### src/rtl/mem_access_unit.sv
// Memory-stage load/store unit: one valid/ready data-memory transaction per instruction,
// pipeline stall while outstanding, aligned and extended load data toward MEM/WB.
module mem_access_unit #(
  parameter int TIMEOUT = 255
) (
  input  logic        clk,
  input  logic        reset,
  input  logic        memtoreg_in,
  input  logic [3:0]  memwrite_in,
  input  logic [31:0] ALUout_in,
  input  logic [31:0] rdata2_in,
  input  logic [31:0] inst_data_in,
  input  logic        invalid_in,
  output logic        bus_req_valid,
  input  logic        bus_req_ready,
  output logic        bus_req_we,
  output logic [31:0] bus_req_addr,
  output logic [31:0] bus_req_wdata,
  output logic [3:0]  bus_req_wstrb,
  input  logic        bus_rsp_valid,
  input  logic [31:0] bus_rsp_rdata,
  output logic        stall_out,
  output logic [31:0] load_data_out,
  output logic        load_done_out,
  output logic        misaligned_out,
  output logic        bus_err_out
);

  localparam logic [15:0] TMO  = 16'(TIMEOUT);
  localparam logic [1:0]  SZ_B = 2'd0;
  localparam logic [1:0]  SZ_H = 2'd1;
  localparam logic [1:0]  SZ_W = 2'd2;

  typedef enum logic [1:0] {IDLE, REQ, RSP, DONE} state_t;

  state_t      state, state_nxt;
  logic [15:0] timer_p1;
  logic [1:0]  addr_lo_p1;
  logic [2:0]  funct3_p1;

  logic        is_store, is_access, misalign, start, reject;
  logic [1:0]  size;
  logic        rsp_done, abort, load_cap;
  logic [15:0] timer_inc;
  logic        unused_inst;

  assign unused_inst = ^{inst_data_in[31:15], inst_data_in[11:0]};

  function automatic logic [15:0] sat_inc(input logic [15:0] v);
    return (v == 16'hFFFF) ? v : v + 16'd1;
  endfunction

  function automatic logic [31:0] lane_rep(input logic [31:0] d, input logic [1:0] sz);
    case (sz)
      SZ_B:    return {4{d[7:0]}};
      SZ_H:    return {2{d[15:0]}};
      default: return d;
    endcase
  endfunction

  function automatic logic [31:0] extract(input logic [31:0] w, input logic [1:0] lo,
                                          input logic [2:0] f3);
    logic signed [7:0]  b;
    logic signed [15:0] h;
    b = w[{lo, 3'b000} +: 8];
    h = lo[1] ? w[31:16] : w[15:0];
    case (f3)
      3'b000:  return 32'(b);
      3'b100:  return {24'b0, b};
      3'b001:  return 32'(h);
      3'b101:  return {16'b0, h};
      default: return w;
    endcase
  endfunction

  // Decode of the live EX/MEM slot; stores win over loads when both are flagged
  always_comb begin
    is_store  = |memwrite_in;
    is_access = reset && !invalid_in && (memtoreg_in || is_store);
    size      = SZ_B;
    if (is_store) begin
      case (memwrite_in)
        4'b0011, 4'b1100: size = SZ_H;
        4'b1111:          size = SZ_W;
        default:          size = SZ_B;
      endcase
    end else begin
      case (inst_data_in[13:12])
        2'b00:   size = SZ_B;
        2'b01:   size = SZ_H;
        default: size = SZ_W;
      endcase
    end
    misalign = ((size == SZ_H) && ALUout_in[0]) || ((size == SZ_W) && (ALUout_in[1:0] != 2'b00));
    start    = (state == IDLE) && is_access && !misalign;
    reject   = (state == IDLE) && is_access && misalign;
  end

  assign timer_inc = sat_inc(timer_p1);

  always_comb begin
    state_nxt = state;
    rsp_done  = 1'b0;
    abort     = 1'b0;
    case (state)
      IDLE: if (start) state_nxt = REQ;
      REQ: begin
        if (bus_req_ready) begin
          if (bus_rsp_valid) begin
            state_nxt = DONE;
            rsp_done  = 1'b1;
          end else begin
            state_nxt = RSP;
          end
        end else if (timer_inc == TMO) begin
          state_nxt = DONE;
          abort     = 1'b1;
        end
      end
      RSP: begin
        if (bus_rsp_valid) begin
          state_nxt = DONE;
          rsp_done  = 1'b1;
        end else if (timer_inc == TMO) begin
          state_nxt = DONE;
          abort     = 1'b1;
        end
      end
      DONE:    state_nxt = IDLE;
      default: state_nxt = IDLE;
    endcase
    load_cap = rsp_done && !bus_req_we;
  end

  assign stall_out = start || (state == REQ) || (state == RSP);

  // IDLE -> REQ boundary: request fields and extraction selectors latched here
  always_ff @(posedge clk or negedge reset) begin
    if (!reset) begin
      state          <= IDLE;
      timer_p1       <= '0;
      bus_req_valid  <= 1'b0;
      bus_req_we     <= 1'b0;
      bus_req_addr   <= '0;
      bus_req_wdata  <= '0;
      bus_req_wstrb  <= '0;
      addr_lo_p1     <= '0;
      funct3_p1      <= '0;
      load_data_out  <= '0;
      load_done_out  <= 1'b0;
      misaligned_out <= 1'b0;
      bus_err_out    <= 1'b0;
    end else begin
      state         <= state_nxt;
      bus_req_valid <= (state_nxt == REQ);
      if (start) begin
        timer_p1      <= '0;
        bus_req_we    <= is_store;
        bus_req_addr  <= {ALUout_in[31:2], 2'b00};
        bus_req_wdata <= is_store ? lane_rep(rdata2_in, size) : 32'd0;
        bus_req_wstrb <= memwrite_in;
        addr_lo_p1    <= ALUout_in[1:0];
        funct3_p1     <= inst_data_in[14:12];
      end else if ((state == REQ) || (state == RSP)) begin
        timer_p1 <= timer_inc;
      end
      load_done_out <= load_cap;
      if (load_cap) load_data_out <= extract(bus_rsp_rdata, addr_lo_p1, funct3_p1);
      bus_err_out    <= abort;
      misaligned_out <= reject;
    end
  end

endmodule

### config.mk
export PLATFORM = sky130hd
export DESIGN_NAME = mem_access_unit
export DESIGN_NICKNAME = d
export VERILOG_FILES = /design/src/rtl/mem_access_unit.sv
export SDC_FILE = /design/constraint.sdc
export NUM_CORES = 1
export LEC_CHECK = 0
export ABC_AREA = 1
export BUFFER_PORTS_ARGS = -buffer_cell sky130_fd_sc_hd__buf_2
export CORE_MARGIN = 2
export CORE_UTILIZATION = 45
export CTS_CLUSTER_SIZE = 28
export DETAILED_ROUTE_END_ITERATION = 6
export GPL_TIMING_DRIVEN = 0
export PLACE_DENSITY = 0.77
export SLEW_MARGIN = 15
export SYNTH_ARGS = -nofsm -noshare
export SYNTH_HDL_FRONTEND = slang
export SYNTH_SLANG_ARGS = --single-unit
### constraint.sdc
create_clock -name clk -period 1.9 [get_ports clk]
set_input_delay 0.19 -clock clk [delete_from_list [all_inputs] [get_ports clk]]
set_output_delay 0.19 -clock clk [all_outputs]
set_load 0.005 [all_outputs]
Word level (Yosys, flattened, before mapping)
Cells that the tools add are included.
{ "totals": {"out_inout_bits": 106, "register_bits": 126, "input_bits": 138} }
{ "classes": {"shift": 1, "addsub": 1, "n_reduce_logical": 24, "mux": 23, "eq_ne": 15} }
{ "ops": {"columns": ["operator", "count"], "rows": [
  ["32-bit case mux with 4 select lines", 1],
  ["16-bit 2-to-1 mux", 4],
  ["32-bit case mux with 2 select lines", 1],
  ["32-bit 2-to-1 mux", 1],
  ["32-bit by 6-bit indexed part select with 8-bit output", 1],
  ["16-bit by 1-bit adder with 16-bit output, second input constant", 1],
  ["16-bit == test, second input constant", 1],
  ["16-bit by 8-bit == test with 1-bit output, second input constant", 1],
  ["2-bit 2-to-1 mux", 5],
  ["2-bit by 1-bit == test with 1-bit output, second input constant", 4],
  ["4-bit == test, second input constant", 2],
  ["1-bit logical AND", 8],
  ["2-bit case mux with 2 select lines", 2],
  ["2-bit case mux with 4 select lines", 1],
  ["2-bit == test, second input constant", 3],
  ["3-bit == test, second input constant", 2],
  ["2-bit zero test", 3],
  ["1-bit 2-to-1 mux", 6],
  ["1-bit logical OR", 5],
  ["4-bit by 2-bit == test with 1-bit output, second input constant", 1],
  ["1-bit case mux with 2 select lines", 2],
  ["2-bit nonzero test", 2],
  ["4-bit OR reduction", 1],
  ["3-bit by 1-bit == test with 1-bit output, second input constant", 1],
  ["3 further kinds", 5]
]} }

Longest topological paths before layout
{ "depth": {"ltp_word": 12, "depth_mapped": 17, "ltp_nobuf": 16} }

Worst setup path after synthesis
Ideal clock, no wire load.
{ "synth_timing": {"path_kind": "reg-to-reg", "start": "reg timer_p1[1]", "end": "reg state[0]", "path_slack_ns": 0.057, "synth_period_minus_slack_ns": 1.843, "stages_incl_launch_ff": 18, "setup_ns": 0.114, "arrival_ns": 1.729, "required_time_ns": 1.786, "cell_sequence": "dfrtp_1 ha_1 nand2_2 nor2_4 nand2_4 nor2_8 inv_4 buf_6 nand3_2 nor2_1 nand2_1 nor2_1 nand2_1 nand2_1 nand2_1 nand2_1 nand2_2 inv_1"} }
{ "synth_via": {"elab_chain_len": 6} }
{ "synth_lines": {"columns": ["element", "line", "rtl"], "rows": [
  ["start: declaration", "37", "logic [15:0] timer_p1;"],
  ["start signal: assignment", "165", "timer_p1 <= timer_inc;"],
  ["16-bit by 1-bit adder with 16-bit output / 16-bit == test (equally long branches)", "50", "return (v == 16'hFFFF) ? v : v + 16'd1;"],
  ["16-bit 2-to-1 mux (*)", "50", null],
  ["16-bit by 8-bit == test with 1-bit output (*)", "115, 124", null],
  ["2-bit 2-to-1 mux (*)", "115, 124", null],
  ["2-bit 2-to-1 mux (on tied branches)", "121, 108", null],
  ["2-bit case mux with 4 select lines (*)", "105", "case (state)"],
  ["named net state_nxt[0]", "36", "state_t state, state_nxt;"],
  ["end signal: assignment", "154", "state <= state_nxt;"],
  ["end: declaration", "36", null]
]} }
Mark *: on every way through the listed nets, which the timed path passes. The rest lies on a longest branch.
A chain may end at the register's enable or synchronous reset.

Worst setup path after layout
{ "layout_timing": {"start": "reg timer_p1[0]", "end": "reg bus_req_valid"} }
{ "layout_via": {"elab_chain_len": 7} }
{ "layout_lines": {"columns": ["element", "line", "rtl"], "rows": [
  ["16-bit by 1-bit adder with 16-bit output / 16-bit == test (equally long branches)", "50", null],
  ["16-bit 2-to-1 mux (*)", "50", null],
  ["16-bit by 8-bit == test with 1-bit output (*)", "115, 124", null],
  ["2-bit 2-to-1 mux (*)", "115, 124", null],
  ["2-bit 2-to-1 mux (on tied branches)", "121, 108", null],
  ["2-bit case mux with 4 select lines (*)", "105", null],
  ["named net state_nxt[1]", "36", null],
  ["2-bit by 1-bit == test with 1-bit output (*)", "155", "bus_req_valid <= (state_nxt == REQ);"],
  ["end signal: assignment", "155", null],
  ["end: declaration", "14", "output logic bus_req_valid,"]
]} }
Marks and branches as above.

==> flow_metrics.tcl <==
set metrics [dict create \
    dp.cells 1218 \
    clk_path_buf_depth 2 \
    start_util 0.462 \
    grt_max_degree 44 \
    synthTopCellsByCount "nand2_1 (241), dfrtp_1 (126), inv_1 (100)" \
    hold_slack_ps 27.1 \
    fmax_ghz 0.488 \
    leakage_nw 4.89 \
    synth_edf_count 0 \
    drive_gt1_frac 0.323 \
    avgSynthCellArea_um2 7.81 \
    min_path_type "in -> reg" \
    vias_per_cell 5.22 \
    busiest_layer "met2" \
    vdd_drop_max_uv 803 \
    io_buffers 212 \
    antenna_found_initial 1 \
    fin_skew_ps 9.78 \
    grt_pass1_wl_mm 32.7 \
    fillers 1113 \
    wire_per_inst_um 16.2 \
    setup_slack_ps -148 \
    worst_slew_pin_slew_ps 510 \
    drc_errors 0 \
    path_cells "ha_4, nand2_2, nor2_4, nand2_4, nor2_8, buf_4, nor2_1, nor2_1, nand3b_1, nor2_1, nand2_1, nand2_1, nand2_1, nand2_1, nor2_2" \
    grt_use_met2 0.437 \
    track_usage 0.278 \
    yosysSeqAreaShare 0.490 \
    synth_cell_types 42 \
    violations "setup timing" \
    cts.sinks 126 \
    syn_area_um2 6430 \
    finalCritPeriodShare 1.08 \
    critical_path_class "reg -> reg" \
    ys_warn_count 0 \
    multi_input_area_um2 2870 \
    htreeDepth 4 \
    end_kind "flip-flop" \
    hpwl_mm 14.3 \
    postSynthCellCount 824 \
    rsz0062_at_grt "true" \
    power_density_nw_per_um2 1450 \
    cts_tree "yes" \
    place_area_um2 7760 \
    first_global_vias 6653 \
    async_reset_ff_frac 1.00 \
    placeableCoreArea_um2 13900 \
    max_stage_delay_ps 400 \
    cts_buffers 17 \
    path_common_cell "nand2_1" \
    yosys_most_used_dff "dfrtp_1" \
    drv_slew 0 \
    dieArea_um2 15300 \
    fin_area_um2 9210 \
    setup_violations 6 \
    regArea_um2 3150 \
    relSlewSlack 0.660 \
    grtUsageMet1 0.362 \
    yosysMostFrequentCell "nand2_1" \
    die_x_um 124 \
    ys_top_cells_by_area "dfrtp_1 (49%), nand2_1 (14%), o21ai_0 (7.2%)" \
    yosysTopAreaCell "dfrtp_1" \
    drtAntennaViolNets 0 \
    rows 43 \
    hold_viol 0 \
    period_needed_ps 2050 \
    gp_congestion 0.938 \
    ios 244 \
    fin_cells 1314 \
    die_h_um 124 \
    first_pass_iters 7 \
    setup_tns_ps -577 \
    ys_ff_latch 126 \
    cap_violations 0 \
    run_status "finished, violations left" \
    slowest_stage "dfrtp_1" \
    cp-start-kind "flip-flop" \
    cp.required_ps 2200 \
    ctsRootBufferMaster "clkbuf_16" \
    met3_usage 0.0875 \
    vias 6857 \
    nets 1262 \
    syn_to_final_growth_pct 43.2 \
    clk_latency_ps 410 \
    drt_wl_total_mm 21.2 \
    overflow 0 \
    worst_ep_arrival_time_ps 2350 \
    crit_path_max_fanout 3 \
    synth_top_area_share 0.490 \
    drt_iter0_markers 593 \
    clk_pin_slew_ps 60 \
]
-- registers in the layout (all words and copies together), names as in the netlist --
name            count
funct3_p1           3
addr_lo_p1          2
bus_req_addr       30
state               2
bus_req_we          1
timer_p1           16
bus_req_wstrb       4
bus_err_out         1
misaligned_out      1
load_done_out       1
bus_req_wdata      32
load_data_out      32
bus_req_valid       1
-- cells by family (layout without fill, tap and decap cells) --
| family | count (synthesis) | in the layout | share of synthesized area |
|---|---|---|---|
| AND/OR/NAND/NOR | 359 | 359 | 0.235 |
| AO/OA/AOI/OAI | 182 | 182 | 0.166 |
| buffers and inverters | 146 | 454 | 0.0926 |
| flip-flops | 126 | 126 | 0.490 |
| XOR/XNOR | 6 | 6 | 0.00817 |
| adder cells (fa/ha/maj) | 4 | 4 | 0.00778 |
| other | 1 | 3 | 0.000583 |
-- cells in the final DEF, fill, tap and decap left out, types with 3 or more instances in the layout --
cell type / n
inv_1: 97
ha_4: 3
dlygate4sd3_1: 34
nand3_2: 9
o21ai_2: 3
dfrtp_1: 126
nand3_1: 24
o2111ai_1: 3
buf_2: 217
buf_4: 29
o22ai_1: 4
o21ai_1: 20
a31oi_1: 4
nor2_2: 9
o221ai_1: 12
clkbuf_16: 17
a21oi_1: 20
nand4_1: 7
inv_2: 9
o211ai_1: 17
inv_6: 6
nor2_4: 8
buf_6: 8
nand2_4: 3
clkbuf_1: 9
nand2_2: 8
clkbuf_2: 9
nor2_1: 47
xor2_1: 3
buf_12: 4
o21ai_0: 91
nand2_1: 237
-- stage by stage --
| stage | worst slack [ps] | power, mW | util |
|---|---|---|---|
| floorplan | 57.1 | 7.23 | - |
| global placement | -2100 | 9.25 | 0.554 |
| detailed placement | -686 | 9.37 | 0.557 |
| CTS | -44.3 | 12.9 | 0.644 |
| global route | -296 | 14.3 | 0.661 |
| finish | -148 | 13.4 | 0.661 |
-- metal layers --
metal | up-vias | part of all wire
met5 | - | 0
met4 | 0 | 0.027
met3 | 56 | 0.095
met2 | 364 | 0.47
met1 | 3169 | 0.41
li1 | 3268 | -
-- final timing paths --
kind                             startpoint                end  slack, ps  cells after the start
min reg2reg                bus_req_addr[13]   bus_req_addr[13]        460                      2
max reg2reg                     timer_p1[0]      bus_req_valid       -150                     15
min                            ALUout_in[1]      addr_lo_p1[1]         30                      3
max in group asynchronous             reset  bus_req_wdata[31]       1160                      4
min in group asynchronous             reset  load_data_out[19]        440                      4
max                             timer_p1[0]      bus_req_valid       -150                     15
-- cell type report --
| type | instances | area share |
|---|---|---|
| flip-flops and latches | 126 | 0.342 |
| clock inverters | 13 | 0.0139 |
| repair buffers | 278 | 0.189 |
| clock buffers | 19 | 0.0481 |
| inverters | 108 | 0.0448 |
| multi-input cells | 553 | 0.312 |
| diodes | 1 | 0.000272 |
| plain buffers | 36 | 0.0258 |
| well taps | 180 | 0.0244 |
-- critical path, delay by kind of cell, from the launching register on --
| kind | cells | cell delay [ps] |
|---|---|---|
| fa+ha+maj | 1 | 170 |
| buf+inv | 1 | 150 |
| flops | 1 | 400 |
| simple gates | 13 | 1210 |
-- power by group --
part           switching (mW)  internal, mW  total [mW]  leakage (nW)
clock                    1.29          1.86        3.15         0.277
sequential              0.693          3.89        4.58          1.57
combinational            3.25          2.40        5.65          3.04
-- timing repair --
item / CTS / global route
gates resized for setup: 33 / 53
setup endpoints to repair: 126 / 101
pin swaps: 9 / 16
hold buffers: 37 / 0
hold endpoints to repair: 72 / 0
buffers inserted: 15 / 11
cloned: 2 / 0
Note: power is estimated with default switching activity, not from simulation.
